$ cat src/rtl/alu_pkg.sv
// Shared definitions for the bit-serial ALU: control encodings, operation field
// values, sequencer state encoding and the default datapath width.
// Latency: n/a (definitions only). Backpressure: n/a.
package alu_pkg;

    localparam int ALU_WIDTH_DEFAULT = 32;

    // Full 4-bit control codes: {a_invert, b_invert, op[1:0]}
    localparam logic [3:0] CTRL_AND = 4'b0000;
    localparam logic [3:0] CTRL_OR  = 4'b0001;
    localparam logic [3:0] CTRL_ADD = 4'b0010;
    localparam logic [3:0] CTRL_SUB = 4'b0110;
    localparam logic [3:0] CTRL_SLT = 4'b0111;
    localparam logic [3:0] CTRL_NOR = 4'b1100;

    // Operation field values selecting the slice output
    localparam logic [1:0] OP_AND  = 2'b00;
    localparam logic [1:0] OP_OR   = 2'b01;
    localparam logic [1:0] OP_ADD  = 2'b10;
    localparam logic [1:0] OP_LESS = 2'b11;

    typedef struct packed {
        logic       a_invert;
        logic       b_invert;
        logic [1:0] op;
    } ctrl_t;

    typedef enum logic [1:0] {
        ST_IDLE   = 2'd0,
        ST_RUN    = 2'd1,
        ST_FINISH = 2'd2
    } state_t;

endpackage

$ cat src/rtl/alu_serial_slice.sv
// One-bit ALU slice: optional operand inversion, AND/OR/ADD/LESS select, carry chain.
// Latency: purely combinational. Backpressure: none, evaluated every cycle.
// Ports: a/b operand bits, a_invert/b_invert, op select, cin/less in; result, cout, set (raw sum), overflow (cin^cout) out.
module alu_serial_slice
    import alu_pkg::*;
(
    input  logic       a,
    input  logic       b,
    input  logic       a_invert,
    input  logic       b_invert,
    input  logic [1:0] op,
    input  logic       cin,
    input  logic       less,
    output logic       result,
    output logic       cout,
    output logic       set,
    output logic       overflow
);

    logic a_eff;
    logic b_eff;
    logic sum;

    always_comb begin
        a_eff    = a ^ a_invert;
        b_eff    = b ^ b_invert;
        sum      = a_eff ^ b_eff ^ cin;
        cout     = (a_eff & b_eff) | (cin & (a_eff ^ b_eff));
        set      = sum;
        // Only meaningful at the MSB, where carry-in != carry-out flags signed overflow
        overflow = cin ^ cout;
        result   = 1'b0;
        case (op)
            OP_AND:  result = a_eff & b_eff;
            OP_OR:   result = a_eff | b_eff;
            OP_ADD:  result = sum;
            default: result = less;
        endcase
    end

endmodule

$ cat src/rtl/alu_serial.sv
// Bit-serial ALU sequencer: runs one alu_serial_slice over WIDTH cycles, LSB first.
// Latency: done_o rises WIDTH+1 edges after the accept edge; busy_o covers that span.
// Backpressure: start_i is only accepted in IDLE; requests while busy are dropped, not queued.
// Ports: clk_i, rst_i (sync, active-high); start_i, src1_i, src2_i, ctrl_i in;
//        busy_o, done_o, result_o, zero_o, cout_o, overflow_o out (held between done pulses).
// Optional: define ALU_SERIAL_TRACE_EN to print each completed operation in simulation.
module alu_serial
    import alu_pkg::*;
#(
    parameter int WIDTH = ALU_WIDTH_DEFAULT
) (
    input  logic             clk_i,
    input  logic             rst_i,
    input  logic             start_i,
    input  logic [WIDTH-1:0] src1_i,
    input  logic [WIDTH-1:0] src2_i,
    input  logic [3:0]       ctrl_i,
    output logic             busy_o,
    output logic             done_o,
    output logic [WIDTH-1:0] result_o,
    output logic             zero_o,
    output logic             cout_o,
    output logic             overflow_o
);

    localparam int IDX_W = $clog2(WIDTH);

    state_t           state_q;
    state_t           state_d;
    logic             accept;

    logic [WIDTH-1:0] a_sr;
    logic [WIDTH-1:0] b_sr;
    logic [WIDTH-1:0] res_sr;
    ctrl_t            ctrl_q;
    logic [IDX_W-1:0] idx_q;
    logic             carry_q;
    logic             msb_cout_q;
    logic             msb_ovf_q;
    logic             msb_set_q;
    logic             last_bit;
    logic [WIDTH-1:0] final_result;

    logic             slice_result;
    logic             slice_cout;
    logic             slice_set;
    logic             slice_ovf;

    alu_serial_slice u_slice (
        .a        (a_sr[0]),
        .b        (b_sr[0]),
        .a_invert (ctrl_q.a_invert),
        .b_invert (ctrl_q.b_invert),
        .op       (ctrl_q.op),
        .cin      (carry_q),
        .less     (1'b0),
        .result   (slice_result),
        .cout     (slice_cout),
        .set      (slice_set),
        .overflow (slice_ovf)
    );

    assign last_bit = (idx_q == IDX_W'(WIDTH - 1));
    assign busy_o   = (state_q != ST_IDLE);

    always_ff @(posedge clk_i) begin
        if (rst_i) begin
            state_q <= ST_IDLE;
        end else begin
            state_q <= state_d;
        end
    end

    always_comb begin
        state_d = state_q;
        accept  = 1'b0;
        case (state_q)
            ST_IDLE: begin
                if (start_i) begin
                    accept  = 1'b1;
                    state_d = ST_RUN;
                end
            end
            ST_RUN: begin
                if (last_bit) begin
                    state_d = ST_FINISH;
                end
            end
            ST_FINISH: state_d = ST_IDLE;
            default:   state_d = ST_IDLE;
        endcase
    end

    // SLT is resolved only once the MSB has been seen; the serial chain itself feeds less=0
    always_comb begin
        final_result = res_sr;
        if (ctrl_q.op == OP_LESS) begin
            final_result = {{(WIDTH-1){1'b0}}, msb_set_q};
        end
    end

    always_ff @(posedge clk_i) begin
        if (rst_i) begin
            a_sr       <= '0;
            b_sr       <= '0;
            res_sr     <= '0;
            ctrl_q     <= '0;
            idx_q      <= '0;
            carry_q    <= 1'b0;
            msb_cout_q <= 1'b0;
            msb_ovf_q  <= 1'b0;
            msb_set_q  <= 1'b0;
            done_o     <= 1'b0;
            result_o   <= '0;
            zero_o     <= 1'b0;
            cout_o     <= 1'b0;
            overflow_o <= 1'b0;
        end else begin
            done_o <= 1'b0;
            if (accept) begin
                a_sr    <= src1_i;
                b_sr    <= src2_i;
                ctrl_q  <= ctrl_t'(ctrl_i);
                idx_q   <= '0;
                // Seeding carry with b_invert turns ~B into -B for SUB/SLT
                carry_q <= ctrl_i[2];
            end
            if (state_q == ST_RUN) begin
                a_sr    <= a_sr >> 1;
                b_sr    <= b_sr >> 1;
                // Result bits enter at the top so bit 0 ends at position 0 after WIDTH shifts
                res_sr  <= {slice_result, res_sr[WIDTH-1:1]};
                carry_q <= slice_cout;
                idx_q   <= idx_q + IDX_W'(1);
                if (last_bit) begin
                    msb_cout_q <= slice_cout;
                    msb_ovf_q  <= slice_ovf;
                    // Sign of the difference corrected for overflow gives true signed less-than
                    msb_set_q  <= slice_set ^ slice_ovf;
                end
            end
            if (state_q == ST_FINISH) begin
                result_o   <= final_result;
                zero_o     <= (final_result == '0);
                cout_o     <= ctrl_q.op[1] & msb_cout_q;
                overflow_o <= ctrl_q.op[1] & msb_ovf_q;
                done_o     <= 1'b1;
            end
        end
    end

`ifdef ALU_SERIAL_TRACE_EN
    logic [WIDTH-1:0] trace_a_q;
    logic [WIDTH-1:0] trace_b_q;

    always_ff @(posedge clk_i) begin
        if (accept) begin
            trace_a_q <= src1_i;
            trace_b_q <= src2_i;
        end
    end

    always @(posedge clk_i) begin
        if (done_o) begin
            $display("alu_serial: ctrl=%b a=%h b=%h result=%h ovf=%b set=%b cout=%b",
                     ctrl_q, trace_a_q, trace_b_q, result_o, overflow_o, msb_set_q, cout_o);
        end
    end
`endif

endmodule

$ cat config.mk
export PLATFORM = sky130hd
export DESIGN_NAME = alu_serial
export DESIGN_NICKNAME = d
export VERILOG_FILES = /design/src/rtl/alu_pkg.sv /design/src/rtl/alu_serial_slice.sv /design/src/rtl/alu_serial.sv
export SDC_FILE = /design/constraint.sdc
export NUM_CORES = 1
export LEC_CHECK = 0
export ABC_AREA = 1
export CAP_MARGIN = 20
export CORE_MARGIN = 2
export CORE_UTILIZATION = 47
export DETAILED_ROUTE_END_ITERATION = 10
export PLACE_DENSITY = 0.75
export SYNTH_ARGS = -nofsm -noshare
export SYNTH_HDL_FRONTEND = slang
export SYNTH_SLANG_ARGS = --single-unit
$ cat constraint.sdc
create_clock -name clk_i -period 1.62 [get_ports clk_i]
set_input_delay 0.162 -clock clk_i [delete_from_list [all_inputs] [get_ports clk_i]]
set_output_delay 0.162 -clock clk_i [all_outputs]
set_load 0.005 [all_outputs]
After elaboration in Yosys (flattened, before gate mapping)
Index checks and enable logic that the tools add are counted.

word-level totals
  bits in registers = 147
  input port bits = 71

cells by class
  $add $sub $neg = 1
  eq/ne operators = 8
  muxes and demuxes = 16
  bitwise operators = 12
  reduce and logical (&&, ||, !) cells = 8

operator list
  operator                                                         count
  31-bit 2-to-1 mux                                                4
  32-bit logical NOT                                               1
  32-bit 2-to-1 mux                                                1
  5-bit 2-to-1 mux                                                 2
  2-bit == test, second input constant                             3
  1-bit bitwise XOR                                                6
  5-bit by 1-bit adder with 5-bit output, second input constant    1
  5-bit == test, second input constant                             1
  1-bit 2-to-1 mux                                                 5
  1-bit AND                                                        4
  2-bit by 1-bit == test with 1-bit output, second input constant  2
  2-bit logical NOT                                                2
  2-bit 2-to-1 mux                                                 2
  2-bit inequality test, second input constant                     2
  2-bit case mux with 2 select lines                               1
  2-bit AND reduction                                              2
  2-bit nonzero test                                               2
  1-bit case mux with 3 select lines                               1
  1-bit OR                                                         2
  2-bit OR reduction                                               1

Depth between registers and ports, before layout
  depth after elaboration = 6
  depth in mapped cells = 10
  depth with buffers taken out = 10

Modules after synthesis
A second synthesis with hierarchy kept.

unflattened totals
  cells, all modules = 842
  area, all modules = 6117.1 um^2

by module, submodules not included
  module            instances  cells each  area an instance (um^2)  sequential area each (um^2)
  alu_serial        1          820         5983.2                   2942.8
  alu_serial_slice  1          22          133.9                    0.0

Least setup slack after synthesis
No wires, ideal clock.

  kind = reg2reg
  from = register a_sr[0]
  to = register res_sr[31]
  setup time = 0.074 ns
  data arrival time = 1.447 ns
  data required time = 1.546 ns
  setup slack = 0.098 ns
  stages on the path, launching flop included = 6
  buffers on the path = 0
  clock period less this slack = 1.522 ns
  path through = dfxtp_1 -> xor2_1 -> fa_1 -> o22ai_1 -> nand2_1 -> a31oi_1

on the way
  word-level cells in the longest chain between the ends = 4
  elaborated cells between the ends (all ways) = 6

ends and longest elaborated chain
  what                                    RTL line                source
  start: declaration                      alu_serial.sv:32        logic [WIDTH-1:0] a_sr;
  start signal: assignment                alu_serial.sv:121       a_sr <= src1_i;
  start signal: assignment                alu_serial.sv:129       a_sr <= a_sr >> 1;
  1-bit bitwise XOR (*)                   alu_serial_slice.sv:25  a_eff = a ^ a_invert;
  1-bit bitwise XOR (2 in series)         alu_serial_slice.sv:27  sum = a_eff ^ b_eff ^ cin;
  1-bit case mux with 3 select lines (*)  alu_serial_slice.sv:33  case (op)
  end signal: assignment                  alu_serial.sv:132       res_sr <= {slice_result, res_sr[WIDTH-1:1]};
  end: declaration                        alu_serial.sv:34        logic [WIDTH-1:0] res_sr;

Mark *: on every way between the ends. The rest lies on a longest branch, timed or not.
A chain may end at the register's enable or synchronous reset.

Worst setup path in the final report
Ends and elaborated chain as after synthesis.

==> metrics.txt <==
slew margin rel.=0.522; post-route ant nets=0; CTS clk-pin slew, worst paths=60 ps; share of cells above drive strength 1=0.0681; worst path bufs/invs=0; Yosys warning total=0; area delta synth->final=31.1%; Synth cell types=23; Final min period=about 1500 ps; Mapped Cells=between 700 and 800; CTS tree=yes; Hold Vio Cnt, Final=0; final net count=just over 900; unrepaired setup endpoints after global routing=no; Max Clock Freq=665 MHz; Crit Path Class=flip-flop to flip-flop; vias per cell=5.25; fill cell count=between 1,000 and 1,500; number of global-route vias before repair=slightly below 5,000; arrival time at the worst endpoint=roughly 1900 ps; worst slew pin tran=a little over 700 ps; status=completed; Via Count=5,431; leakage=roughly 0.0030 uW; total congestion overflow=0; clock tree sinks=around 150; Post-Syn Area per Cell=7.59 um2; critical path startpoint category=flip-flop; commonest non-fill, non-tap cells in the layout=nand2_1, dfxtp_1, o21ai_0; Placer Congestion=0.799; placed instance area=a little over 7000 um2; Worst-Skew Late Latency=between 400 and 500 ps; hold bufs inserted after CTS=0; Ports=108; First-pass DRT Iterations=4; pwr/cell area=1170 nW/um2; Die Ht=roughly 120 um; DRC viols=0; dpl cells=1,003; first-pass GRT wire length=22,200 um; Top delay family on crit path=adder cells; CP max stage delay=~460 ps; die area=13,400 um2; hold slack=around 310 ps; commonest non-fill, non-tap cell in the layout=nand2_1; WL final=approximately 13,000 um; synthesis-stage register bit count=around 150; critical path required time=slightly below 2000 ps; syn_nets=850; H-Tree Depth=4; mapped cell area=5870 um2; R2R Setup Slk=around 120 ps; Total Routing Usage GR=0.207; final cell count without fillers=between 1,000 and 1,500; Core Footprint=12,100 um2; Slew Limit Fails=0; std cell rows=40; # port buffers=107; WL/cell=about 13 um; initial antenna violation count=0; Max Buffers Root-to-Sink=2; peak supply drop=about 0.57 mV; FF/Latch Area=approximately 3000 um2; cts bufs inserted=17; crit path cell chain=xor2_1 -> fa_1 -> o22ai_1 -> nand2_1 -> a31oi_1; Starting Density=0.484; top cells by area, synth=dfxtp_1, o21ai_0, nand2_1, a31oi_1, nor2_1; Final TNS setup=0 ps; Seq/Total Area, Yosys=0.502; critical path peak fanout=2; Antenna Cells=0; root buf cell=clkbuf_16; slowest CP cell=fa_1; post-route cell area=a little under 8000 um2; HP Class=input pin to flip-flop; Max Cap Viol=0; hpwl dp=between 8000 and 9000 um; multi-input logic area=between 2000 and 3000 um2; skew final=about 5.5 ps; First DRT Iteration DRCs=about 380; CP Capture Type=flip-flop; Tcrit/Tclk final=0.928; Setup Buffers After CTS=0; top cell type's share of synthesized area=0.502; final core occ=0.635; Synth area leader=dfxtp_1; die width=116 um; Setup Viol. Count Final=0; largest net degree at the start of global routing=81
[kinds of logic (layout without fill, tap and decap cells)]
group | after synthesis | count (layout) | synth area share
adder cells (fa/ha/maj) | 6 | 6 | 0.0154
XOR/XNOR | 3 | 3 | 0.00448
AND/OR/NAND/NOR | 273 | 273 | 0.180
flip-flops | 147 | 147 | 0.502
AO/OA/AOI/OAI | 259 | 259 | 0.236
buffers and inverters | 85 | 178 | 0.0633
[power breakdown]
part | total, uW | internal [uW] | leakage, uW | switching (uW)
combinational | 1040 | 461 | 0.00154 | 576
clock | 3900 | 2460 | 0.000283 | 1440
sequential | 4040 | 3880 | 0.00121 | 160
total | 8970 | 6790 | 0.00304 | 2180
[worst register-to-register path, cell delays in order (launching register included)]
cell and delay (ps):
dfxtp_1 370, xor2_1 250, fa_1 460, o22ai_1 170, nand2_1 70, a31oi_1 110
[final cells by class]
cell class,count,share of cell area
inverters,24,0.0117
clock buffers,23,0.0648
flip-flops and latches,147,0.383
clock inverters,8,0.0130
repair buffers,123,0.167
multi-input cells,541,0.333
well taps,168,0.0273
[stage by stage]
step | setup WS, ps | total power [uW]
after CTS | 10.9 | 9030
final | 117 | 8970
after floorplan | 98.4 | 4750
after detailed placement | -13.9 | 5140
after global placement | 56.7 | 5090
after global routing | 14.3 | 9360
[per-layer routing]
layer	track usage	up-vias	routed length, um	share of wire
met5	0	-	0	0
met4	0.0825	0	199	0.015
met3	0.0565	20	717	0.054
met2	0.339	168	6290	0.47
met1	0.260	2476	6170	0.46
li1	-	2767	-	-
[cells in the mapped netlist, drive strengths merged]
| master | count |
|---|---|
| nand2 | 161 |
| dfxtp | 147 |
| o21ai | 145 |
| nor2 | 99 |
| a31oi | 64 |
| a21oi | 47 |
| buf | 31 |
| clkbuf | 30 |
| inv | 24 |
| nand3 | 12 |
| ha | 4 |
| a211oi | 2 |
| fa | 2 |
| xnor2 | 2 |
| nor3 | 1 |
| o22ai | 1 |
| xor2 | 1 |
[final timing paths]
check,startpoint,endpoint,depth (start not counted)
max,a_sr[0],res_sr[31],5
min,src2_i[27],b_sr[27],3
max reg2reg,a_sr[0],res_sr[31],5
min reg2reg,res_sr[0],res_sr[0],2
[registers in the layout, summed over array words and instances, names as in the netlist]
signal	cells
a_sr	32
b_sr	32
carry_q	1
cout_o	1
ctrl_q	4
done_o	1
idx_q	5
msb_cout_q	1
msb_ovf_q	1
msb_set_q	1
overflow_o	1
res_sr	32
result_o	32
state_q	2
zero_o	1
[what timing repair did]
| action | 4_1_cts | 5_1_grt |
|---|---|---|
| resized for setup | 2 | 4 |
| endpoints found under the hold margin | 0 | 0 |
| setup endpoints to repair | 1 | 3 |
(Power assumes the default switching activity.)
